**config.mk**
```make
export PLATFORM = sky130hd
export DESIGN_NAME = storage_arbiter
export DESIGN_NICKNAME = d
export VERILOG_FILES = /design/src/rtl/storage_arb_pkg.sv /design/src/rtl/storage_clear_seq.sv /design/src/rtl/storage_arbiter.sv
export SDC_FILE = /design/constraint.sdc
export NUM_CORES = 1
export LEC_CHECK = 0
export ABC_AREA = 1
export BUFFER_PORTS_ARGS = -buffer_cell sky130_fd_sc_hd__buf_2
export CORE_AREA = 3 3 94 96
export DETAILED_ROUTE_END_ITERATION = 7
export DIE_AREA = 0 0 97 99
export MAX_ROUTING_LAYER = met4
export PLACE_DENSITY = 0.86
export SLEW_MARGIN = 20
export SYNTH_ARGS = -nofsm -noshare
export SYNTH_HDL_FRONTEND = slang
export SYNTH_SLANG_ARGS = --single-unit
```
**constraint.sdc**
```tcl
create_clock -name clk -period 2.3 [get_ports clk]
set_clock_uncertainty 0.2 [all_clocks]
set_input_delay 0.46 -clock clk [delete_from_list [all_inputs] [get_ports clk]]
set_output_delay 0.46 -clock clk [all_outputs]
set_load 0.02 [all_outputs]
```
**src/rtl/storage_arb_pkg.sv**
```systemverilog
// Shared types and defaults for the storage arbiter and its clear sequencer.
package storage_arb_pkg;

  localparam int DEF_DEPTH = 64;
  localparam int DEF_AW    = 12;
  localparam int DEF_DW    = 32;

  localparam logic PORT_A = 1'b0;
  localparam logic PORT_B = 1'b1;

  typedef enum logic [1:0] {
    IDLE,
    ACCESS,
    CLEAR
  } state_t;

endpackage

```
**src/rtl/storage_clear_seq.sv**
```systemverilog
// Zero-sweep address counter: runs DEPTH cycles after start, flags the final word.
module storage_clear_seq
  import storage_arb_pkg::*;
#(
  parameter int DEPTH = DEF_DEPTH,
  parameter int CW    = $clog2(DEPTH)
) (
  input  logic          clk,
  input  logic          clr_n,
  input  logic          start,
  output logic [CW-1:0] count,
  output logic          active,
  output logic          last
);

  logic [CW-1:0] count_reg;
  logic          active_reg;

  always_ff @(posedge clk) begin
    if (!clr_n) begin
      count_reg  <= '0;
      active_reg <= 1'b0;
    end else if (start) begin
      count_reg  <= '0;
      active_reg <= 1'b1;
    end else if (active_reg) begin
      if (last) begin
        active_reg <= 1'b0;
      end else begin
        count_reg <= count_reg + CW'(1);
      end
    end
  end

  assign count  = count_reg;
  assign active = active_reg;
  assign last   = active_reg && (count_reg == CW'(DEPTH - 1));

endmodule

```
**src/rtl/storage_arbiter.sv**
```systemverilog
// Two-port round-robin arbiter and clear sequencer in front of the storage memory.
module storage_arbiter
  import storage_arb_pkg::*;
#(
  parameter int DEPTH = DEF_DEPTH,
  parameter int AW    = DEF_AW,
  parameter int DW    = DEF_DW
) (
  input  logic          clk,
  input  logic          clr_n,
  input  logic          a_req,
  input  logic          a_we,
  input  logic [AW-1:0] a_addr,
  input  logic [DW-1:0] a_wdata,
  output logic          a_gnt,
  output logic [DW-1:0] a_rdata,
  output logic          a_err,
  input  logic          b_req,
  input  logic          b_we,
  input  logic [AW-1:0] b_addr,
  input  logic [DW-1:0] b_wdata,
  output logic          b_gnt,
  output logic [DW-1:0] b_rdata,
  output logic          b_err,
  input  logic          clear_req,
  output logic          busy,
  output logic          clear_done,
  output logic [AW-1:0] mem_address,
  output logic [DW-1:0] mem_datain,
  output logic          mem_str,
  output logic          mem_ld,
  input  logic [DW-1:0] mem_dataout
);

  localparam int CW = $clog2(DEPTH);

  state_t        state_reg;
  logic          last_reg;
  logic [AW-1:0] addr_reg;
  logic [DW-1:0] wdata_reg;
  logic          str_reg;
  logic          ld_reg;
  logic          err_reg;
  logic          a_gnt_reg;
  logic          b_gnt_reg;

  logic [CW-1:0] clr_count;
  logic          clr_active;
  logic          clr_last;
  logic          clr_start;

  logic          grant_any;
  logic          grant_b;
  logic [AW-1:0] sel_addr;
  logic [DW-1:0] sel_wdata;
  logic          sel_we;
  logic          sel_oor;

  assign clr_start = (state_reg == IDLE) && clear_req;

  storage_clear_seq #(
    .DEPTH (DEPTH),
    .CW    (CW)
  ) u_clear_seq (
    .clk    (clk),
    .clr_n  (clr_n),
    .start  (clr_start),
    .count  (clr_count),
    .active (clr_active),
    .last   (clr_last)
  );

  // B wins when it is alone, or on a tie when A was served last.
  always_comb begin
    grant_any = a_req | b_req;
    grant_b   = b_req && (!a_req || (last_reg == PORT_A));
    sel_addr  = grant_b ? b_addr  : a_addr;
    sel_wdata = grant_b ? b_wdata : a_wdata;
    sel_we    = grant_b ? b_we    : a_we;
    sel_oor   = (sel_addr >= AW'(DEPTH));
  end

  always_ff @(posedge clk) begin
    if (!clr_n) begin
      state_reg <= IDLE;
      last_reg  <= PORT_B;
      addr_reg  <= '0;
      wdata_reg <= '0;
      str_reg   <= 1'b0;
      ld_reg    <= 1'b0;
      err_reg   <= 1'b0;
      a_gnt_reg <= 1'b0;
      b_gnt_reg <= 1'b0;
    end else begin
      str_reg   <= 1'b0;
      ld_reg    <= 1'b0;
      err_reg   <= 1'b0;
      a_gnt_reg <= 1'b0;
      b_gnt_reg <= 1'b0;
      case (state_reg)
        IDLE: begin
          if (clear_req) begin
            state_reg <= CLEAR;
          end else if (grant_any) begin
            addr_reg  <= sel_addr;
            wdata_reg <= sel_wdata;
            str_reg   <= sel_we && !sel_oor;
            ld_reg    <= !sel_we && !sel_oor;
            err_reg   <= sel_oor;
            a_gnt_reg <= !grant_b;
            b_gnt_reg <= grant_b;
            last_reg  <= grant_b ? PORT_B : PORT_A;
            state_reg <= ACCESS;
          end
        end
        ACCESS: state_reg <= IDLE;
        CLEAR: begin
          // Track the sweep so the memory bus holds its last value afterwards.
          addr_reg  <= AW'(clr_count);
          wdata_reg <= '0;
          if (clr_last) begin
            state_reg <= IDLE;
          end
        end
        default: state_reg <= IDLE;
      endcase
    end
  end

  assign busy        = clr_active;
  assign clear_done  = clr_last;
  assign mem_address = clr_active ? AW'(clr_count) : addr_reg;
  assign mem_datain  = clr_active ? '0 : wdata_reg;
  assign mem_str     = str_reg | clr_active;
  assign mem_ld      = ld_reg;

  assign a_gnt   = a_gnt_reg;
  assign b_gnt   = b_gnt_reg;
  assign a_err   = a_gnt_reg & err_reg;
  assign b_err   = b_gnt_reg & err_reg;
  assign a_rdata = (a_gnt_reg && ld_reg) ? mem_dataout : '0;
  assign b_rdata = (b_gnt_reg && ld_reg) ? mem_dataout : '0;

endmodule

```
-- Word-level counts from Yosys, hierarchy flattened
Index checks and enable logic that the tools add are counted.
- register bits: 59
- latch bits: 0
- memory bits (writable): 0
- memory bits (read-only): 0
- bits of input ports: 127
- output and inout bits: 116
- logic and storage cells: 70
- memories kept: 0
- add/subtract/negate cells: 1
- multiply operators: 0
- divide/modulo/power cells: 0
- order comparisons: 1
- eq/ne operators: 6
- shift operators: 0
- mux-type cells: 21
- bitwise logic cells: 10
- reductions and logical operators: 20
- operator list (kind ; number):
    $mux 32 ; 6
    $pmux 32 s2 ; 1
    $mux 12 ; 4
    $pmux 12 s2 ; 1
    $ge 12x7->1 const B ; 1
    $logic_and 1x1->1 ; 7
    $add 6x1->6 const B ; 1
    $eq 6x6->1 const B ; 1
    $mux 2 ; 3
    $ne 2x2->1 const B ; 3
    $not 1->1 ; 6
    $reduce_and 3->1 ; 2
    $mux 1 ; 5
    $logic_not 1->1 ; 4
    $pmux 2 s2 ; 1
    $reduce_and 2->1 ; 2
    $reduce_or 4->1 ; 1
    $ne 3x3->1 const B ; 1
    $and 1x1->1 ; 2
    $eq 2x2->1 const B ; 1
    $logic_not 2->1 ; 1
    $or 1x1->1 ; 2
    $reduce_bool 2->1 ; 1
    $reduce_or 2->1 ; 1
    $logic_or 1x1->1 ; 1

-- Logic depth before layout (Yosys ltp)
Gate-level depths: netlist (run 1).
- word-level depth: 7
- mapped depth: 9
- mapped depth without buffers: 9

-- Modules after synthesis
Synthesis (run 1) repeated with hierarchy kept, for this count alone.
- cell total of the unflattened synthesis: 582
- area total of the unflattened synthesis: 3443.3 µm²
- by module, submodules not included (module ; times used ; cells each ; area each (µm²) ; sequential area each (µm²)):
    storage_arbiter ; 1 ; 527 ; 3076.7 ; 1041.0
    storage_clear_seq ; 1 ; 55 ; 366.6 ; 140.1

-- Least setup slack after synthesis (run 1)
Ideal clock, no wire load.
- path kind: register to output
- start point: reg u_clear_seq.active_reg (netlist: u_clear_seq.active)
- end point: out mem_address[1]
- arrival: 1249 ps
- required time: 1640 ps
- slack: 391 ps
- stages on the path, launching flop included: 3
- path buffers: 0
- path through: dfxtp_1 clkinv_1 o21ai_0
- cells in the longest elaborated chain, start to end: 1
- RTL lines (what ; RTL line ; RTL):
    start, declared ; storage_clear_seq.sv:17 ; logic active_reg;
    start signal, assigned ; storage_clear_seq.sv:22 ; active_reg <= 1'b0;
    start signal, assigned ; storage_clear_seq.sv:25 ; active_reg <= 1'b1;
    start signal, assigned ; storage_clear_seq.sv:28 ; active_reg <= 1'b0;
    $mux 12 ; storage_arbiter.sv:132 ; assign mem_address = clr_active ? AW'(clr_count) : addr_reg;
    end, declared ; storage_arbiter.sv:28 ; output logic [AW-1:0] mem_address,
No other way between the ends.

-- Worst setup path after layout (run 1)
- start point: reg u_clear_seq.active_reg (netlist: u_clear_seq.active)
- end point: out mem_address[0]
Same word-level chain as after synthesis.

==> flow_metrics.env, run 1 <==
export IMPL_drc=0
export IMPL_worst_pin_slew_ns=0.509
export IMPL_num_rows=33
export IMPL_port_buffers=242
export IMPL_required_ns=1.64
export IMPL_antenna_cells=0
export IMPL_ff2ff_setup_slack_ns=0.60
export IMPL_antenna_found_initial=0
export IMPL_pin_count=243
export IMPL_hold_viol=0
export IMPL_clockBufferDepth=2
export IMPL_avgViaCountPerCell=4.66
export IMPL_die_h_microns=99
export IMPL_critPathMaxFanout=35
export IMPL_initial_core_util_pct=41.2
export IMPL_whs_endpoint="wdata_reg[19]"
export IMPL_final_nets=922
export IMPL_drive_gt1_share_pct=35.5
export IMPL_clock_sinks=59
export IMPL_ys_types=25
export IMPL_r2r_end="str_reg"
export IMPL_cts_root_buf="clkbuf_8"
export IMPL_cts_tree="built"
export IMPL_syn_area_sq_um=3350
export IMPL_layout_common_cells="buf_2, nand2_1, nor2_1"
export IMPL_finalCritPeriodShare_pct=94.5
export IMPL_wire_per_inst_microns=13.8
export IMPL_dp_slack_ns=0.382
export IMPL_status="finished clean"
export IMPL_grt_first_pass_wirelength_microns=19100
export IMPL_crit_path_start_kind="register"
export IMPL_seq_area_frac_synth_pct=35.3
export IMPL_gr_total_overflow=0
export IMPL_htreeDepth=3
export IMPL_syn_inst=558
export IMPL_dieArea_sq_um=9600
export IMPL_worstHoldPathCells=3
export IMPL_vdd_drop_max_mv=0.421
export IMPL_grt_max_degree=36
export IMPL_fin_ws_ns=0.125
export IMPL_synth_seq_cells=59
export IMPL_cp_data_arrival_time_ns=1.51
export IMPL_fin_crit_ns=2.17
export IMPL_p_leak_nw=2.94
export IMPL_pwr_density_cell_nw_per_um2=553
export IMPL_gp_congestion=0.954
export IMPL_slew_viol_final=0
export IMPL_routed_wl_microns=12500
export IMPL_ant_nets=0
export IMPL_syn2layout_area_growth_pct=43.5
export IMPL_rr_startpoint="last_reg"
export IMPL_dr_pass1_iters=5
export IMPL_setup_tns_ns=0
export IMPL_min_path_type="input port to register"
export IMPL_rr_worst_depth=9
export IMPL_first_global_vias=3805
export IMPL_largest_register_ffs=32
export IMPL_clk_pin_slew_ns=0.07
export IMPL_cp_end_kind="output pin"
export IMPL_slew_headroom_pct=66.0
export IMPL_cts_hold_buf=0
export IMPL_place_hpwl_microns=9970
export IMPL_final_common_cell="buf_2"
export IMPL_yosysWarnings=0
export IMPL_clk_latency_ns=0.33
export IMPL_drtIter0Drc=240
export IMPL_fmaxAchievable_mhz=460
export IMPL_hp_start="b_wdata[19]"
export IMPL_cts_buffers_inserted=9
export IMPL_die_w_microns=97
export IMPL_fp_coreArea_sq_um=8130
export IMPL_max_cap_viol_count=0
export IMPL_syn_avg_cell_area_sq_um=6.00
export IMPL_grt_total_usage_pct=25.3
export IMPL_finalSetupViolations=0
export IMPL_num_vias=4209
export IMPL_critical_path_class="register to output pin"
export IMPL_postCtsSetupRepairBufs=0
export IMPL_syn_nets=686
[timing repair]
action	CTS	global route
setup endpoints to repair	0	1
endpoints found under the hold margin	0	0
resized for setup	0	3
[cell type report]
class / instances / area, sq um
clock buffer: 12 / 155
clock inverter: 4 / 48.8
fill: 800 / 3330
inverter: 105 / 394
multi-input combinational: 370 / 1620
sequential: 59 / 1180
tap: 105 / 131
timing repair buffer: 249 / 1280
[critical path, cell delays in order (launching register included)]
cell,delay [ns]
dfxtp_2,0.40
buf_4,0.39
nand2_1,0.11
o21ai_0,0.09
buf_2,0.19
[synth_stat cells]
master | count | share of area [%]
nand2_1 | 151 | 17
nor2_1 | 114 | 13
inv_1 | 102 | 11
dfxtp_1 | 59 | 35
nand3_1 | 37 | 5.5
o21ai_0 | 24 | 3.6
a21oi_1 | 13 | 1.9
clkbuf_1 | 12 | 1.3
buf_6 | 7 | 2.4
o22ai_1 | 7 | 1.3
buf_4 | 5 | 1.1
or2_2 | 4 | 0.75
nand3b_1 | 3 | 0.67
nor2_4 | 3 | 1.0
inv_2 | 2 | 0.22
nand2_2 | 2 | 0.37
nand2_4 | 2 | 0.67
nand3_2 | 2 | 0.60
nand4_1 | 2 | 0.37
o211ai_1 | 2 | 0.45
clkinv_1 | 1 | 0.11
ha_1 | 1 | 0.37
nand3_4 | 1 | 0.52
nor3_1 | 1 | 0.15
nor4_1 | 1 | 0.19
[power by group]
part | switching (mW) | internal [mW] | leakage, nW | total (mW)
sequential | 0.0355 | 1.09 | 0.483 | 1.13
clock | 0.413 | 0.558 | 0.106 | 0.972
combinational | 0.353 | 0.207 | 2.35 | 0.560
[metrics by stage]
step	instances	area [sq um]	power (mW)	util [%]	hold slack [ns]
global route	904	4810	2.78	59.1	0.119
global placement	888	4600	1.70	56.5	0.255
detailed placement	888	4600	1.70	56.5	0.256
CTS	904	4800	2.67	59.0	0.108
finish	904	4810	2.66	59.1	0.126
floorplan	558	3350	1.48	-	0.242
[worst max path at each step]
| stage | from | endpoint | slack (ns) |
|---|---|---|---|
| CTS | u_clear_seq.count[0] | clear_done | 0.07 |
| detailed placement | a_req | wdata_reg[23] | 0.38 |
| finish | u_clear_seq.active | mem_address[0] | 0.13 |
| global route | u_clear_seq.active | mem_address[0] | -0.001 |
| global placement | u_clear_seq.count[0] | clear_done | 0.43 |
| floorplan | u_clear_seq.active | mem_address[1] | 0.39 |
[per-layer routing]
metal | vias to the layer above | track usage, % | wire (microns)
met4 | 0 | 7.45 | 191
met1 | 1870 | 30.8 | 5170
met3 | 18 | 5.10 | 884
li1 | 2131 | - | -
met5 | - | - | 0
met2 | 190 | 42.6 | 6260
[cells by family after synthesis]
| logic type | after synthesis | synth area share (%) |
|---|---|---|
| compound gates | 46 | 7.28 |
| fa+ha+maj | 1 | 0.373 |
| buf+inv | 129 | 16.6 |
| flops | 59 | 35.3 |
| simple gates | 323 | 40.5 |
No activity file was read; power rests on OpenSTA's default activity.
==> run 2, diff against run 1 <==
CORE_AREA = unset   (was 3 3 94 96)
CORE_MARGIN = 3   (was unset)
CORE_UTILIZATION = 38   (was unset)
DIE_AREA = unset   (was 0 0 97 99)
PLACE_DENSITY = 0.83   (was 0.86)
SYNTH_HIERARCHICAL = 1   (was unset)
clock period = 1.8 ns   (was 2.3 ns; I/O delays follow)
==> flow_metrics.env, run 2 <==
export IMPL_status="finished with violations"
export IMPL_violations="setup timing"
export IMPL_cts_hold_buf=0
export IMPL_routed_wl_microns=13000
export IMPL_ys_types=30
export IMPL_first_global_vias=4083
export IMPL_syn_inst=582
export IMPL_critical_path_class="register to output pin"
export IMPL_min_path_type="input port to register"
export IMPL_p_sw_mw=1.09
export IMPL_pin_count=243
export IMPL_syn2layout_area_growth_pct=58.9
export IMPL_grt_total_usage_pct=23.6
export IMPL_synth_seq_cells=59
export IMPL_initial_core_util_pct=39.3
export IMPL_avgViaCountPerCell=4.71
export IMPL_grt_max_degree=37
export IMPL_intPower_mw=2.51
export IMPL_layout_common_cells="buf_2, nand2_1, nor2_1"
export IMPL_netSwitchingFraction_pct=30.2
export IMPL_cp_cell_sequence="ha_4 > nand3_4 > inv_2 > nand2_4 > nor2_4 > buf_6"
export IMPL_yosysTopAreaCellShare_pct=34.3
export IMPL_synth_edf_count=0
export IMPL_gr_total_overflow=0
export IMPL_critical_path_slowest_cell="dfxtp_2"
export IMPL_drive_gt1_share_pct=39.1
export IMPL_cp_end_kind="output pin"
export IMPL_fin_crit_ns=1.88
export IMPL_vdd_drop_max_mv=0.380
export IMPL_drc=0
export IMPL_ant_nets=0
export IMPL_syn_nets=710
export IMPL_cts_root_buf="clkbuf_8"
export IMPL_dieArea_sq_um=10200
export IMPL_synth_common_cells="nand2_1, nor2_1, inv_1"
export IMPL_max_cap_viol_count=0
export IMPL_crit_path_start_kind="register"
export IMPL_crit_family="flip-flops"
export IMPL_worst_path_buf_inv=2
export IMPL_p_leak_nw=3.25
export IMPL_drtIter0Drc=207
export IMPL_dp_slack_ns=0.0248
export IMPL_seq_area_frac_synth_pct=34.3
export IMPL_synth_area_leaders="dfxtp_1, nand2_1, nor2_1, inv_1, nand3_1"
export IMPL_final_nets=970
export IMPL_final_common_cell="buf_2"
export IMPL_fmaxAchievable_mhz=531
export IMPL_clk_pin_slew_ns=0.08
export IMPL_worst_pin_slew_ns=0.340
export IMPL_pwr_density_cell_nw_per_um2=657
export IMPL_p_total_mw=3.59
export IMPL_clk_latency_ns=0.33
export IMPL_clockBufferDepth=2
export IMPL_comb_power_share_pct=23.3
export IMPL_die_w_microns=101
export IMPL_pwr_share_clk_pct=36.7
export IMPL_yosysMostFrequentCell="nand2_1"
export IMPL_grt_first_pass_wirelength_microns=18700
export IMPL_slew_headroom_pct=77.3
export IMPL_dr_pass1_iters=6
export IMPL_syn_area_sq_um=3440
export IMPL_fp_coreArea_sq_um=8760
export IMPL_place_hpwl_microns=9500
export IMPL_port_buffers=242
export IMPL_fin_ws_ns=-0.0819
export IMPL_syn_avg_cell_area_sq_um=5.92
export IMPL_grt_setup_unrepaired="yes"
export IMPL_yosysWarnings=6
export IMPL_cp_data_arrival_time_ns=1.32
export IMPL_yosysTopAreaCell="dfxtp_1"
export IMPL_final_util_pct=62.4
export IMPL_synthArstFlopShare_pct=0
export IMPL_htreeDepth=3
export IMPL_largest_register_ffs=32
export IMPL_nFillCells=830
export IMPL_cts_buffers_inserted=9
export IMPL_synth_ff_type="dfxtp_1"
export IMPL_gp_congestion=0.880
export IMPL_clock_sinks=59
export IMPL_p_seq_share_pct=40.0
export IMPL_slew_viol_final=0
export IMPL_finalCritPeriodShare_pct=105
export IMPL_wire_per_inst_microns=13.6
export IMPL_hold_viol=0
export IMPL_whs_ns=0.0175
export IMPL_antenna_found_initial=1
export IMPL_finalSetupViolations=1
export IMPL_required_ns=1.24
export IMPL_critPathMaxFanout=3
export IMPL_cts_tree="built"
export IMPL_die_h_microns=101
export IMPL_num_vias=4500
export IMPL_num_rows=34
export IMPL_max_stage_delay_ns=0.36
run 2: changes by cell type in the layout (fill, tap and decap cells not counted), moves of 3 or more:
cell	previous run	this run
buf_4	6	71
buf_2	242	193
nand2_1	150	163
nor2_2	0	11
inv_1	102	92
nand3_1	37	44
buf_12	1	7
dfxtp_1	56	51
nand2_4	2	6
clkbuf_16	0	3
clkinvlp_4	0	3
dfxtp_2	3	6
o21bai_1	0	3
or2_2	4	1
run 2: final timing paths:
check | from | endpoint | slack [ns] | cells past startpoint
worst max register to register | last_reg | mem_ld | 0.17 | 9
worst max-delay path | u_clear_seq/count[0] | clear_done | -0.08 | 6
worst min-delay path | b_wdata[22] | wdata_reg[22] | 0.02 | 3
worst min register to register | wdata_reg[18] | wdata_reg[18] | 0.27 | 2
run 2: what timing repair did:
item,4_1_cts,5_1_grt
gates cloned,0,3
buffers inserted,4,7
pin swaps,1,2
gates resized for setup,21,65
endpoints found under the setup margin,108,103
run 2: cell type report:
class | instances | area, sq um | share of cell area [%]
inverter | 96 | 360 | 6.59
clock buffer | 9 | 124 | 2.26
antenna | 1 | 2.50 | 0.0457
multi-input combinational | 401 | 1830 | 33.5
clock inverter | 7 | 92.6 | 1.69
sequential | 59 | 1200 | 21.9
tap | 108 | 135 | 2.47
timing repair buffer | 275 | 1730 | 31.5
run 2: power groups by stage:
stage / sequential (mW) / combinational (mW) / clock [mW]
global route: 1.45 / 0.930 / 1.40
floorplan: 1.45 / 0.453 / 0
global placement: 1.46 / 0.783 / 0
CTS: 1.44 / 0.811 / 1.34
detailed placement: 1.47 / 0.793 / 0
finish: 1.44 / 0.839 / 1.32
run 2: cells by family (layout without fill, tap and decap cells):
family	after synthesis	after routing	synth area share [%]
AOI/OAI and AO/OA	46	46	7.41
adders and majority gates	1	1	0.363
buffers and inverters	122	387	14.7
DFF	59	59	34.3
other	0	1	0
and+or+nand+nor	354	354	43.2
run 2: through the flow:
stage          cell area (sq um)  std cells  TNS (ns)
2_1_floorplan               3450        582         0
3_3_place_gp                4850        925         0
3_5_place_dp                4850        925         0
4_1_cts                     5160        945    -0.174
5_1_grt                     5470        956    -0.916
6_report                    5470        956   -0.0819
run 2: per-layer routing:
| metal | track usage, % | wire length [microns] | vias to the layer above |
|---|---|---|---|
| met5 | - | 0 | - |
| met2 | 43.9 | 7020 | 200 |
| li1 | - | - | 2268 |
| met1 | 24.3 | 4610 | 1991 |
| met3 | 4.20 | 954 | 41 |
| met4 | 9.92 | 433 | 0 |
run 2: worst register-to-register path, stage by stage (launching register included):
cell and delay [ns]:
dfxtp_1 0.35, nand2_2 0.11, nand2_4 0.12, inv_1 0.09, buf_12 0.17, nand2_1 0.06, nand2_1 0.07, nor2_1 0.18
nand2_1 0.09, nor2_1 0.11
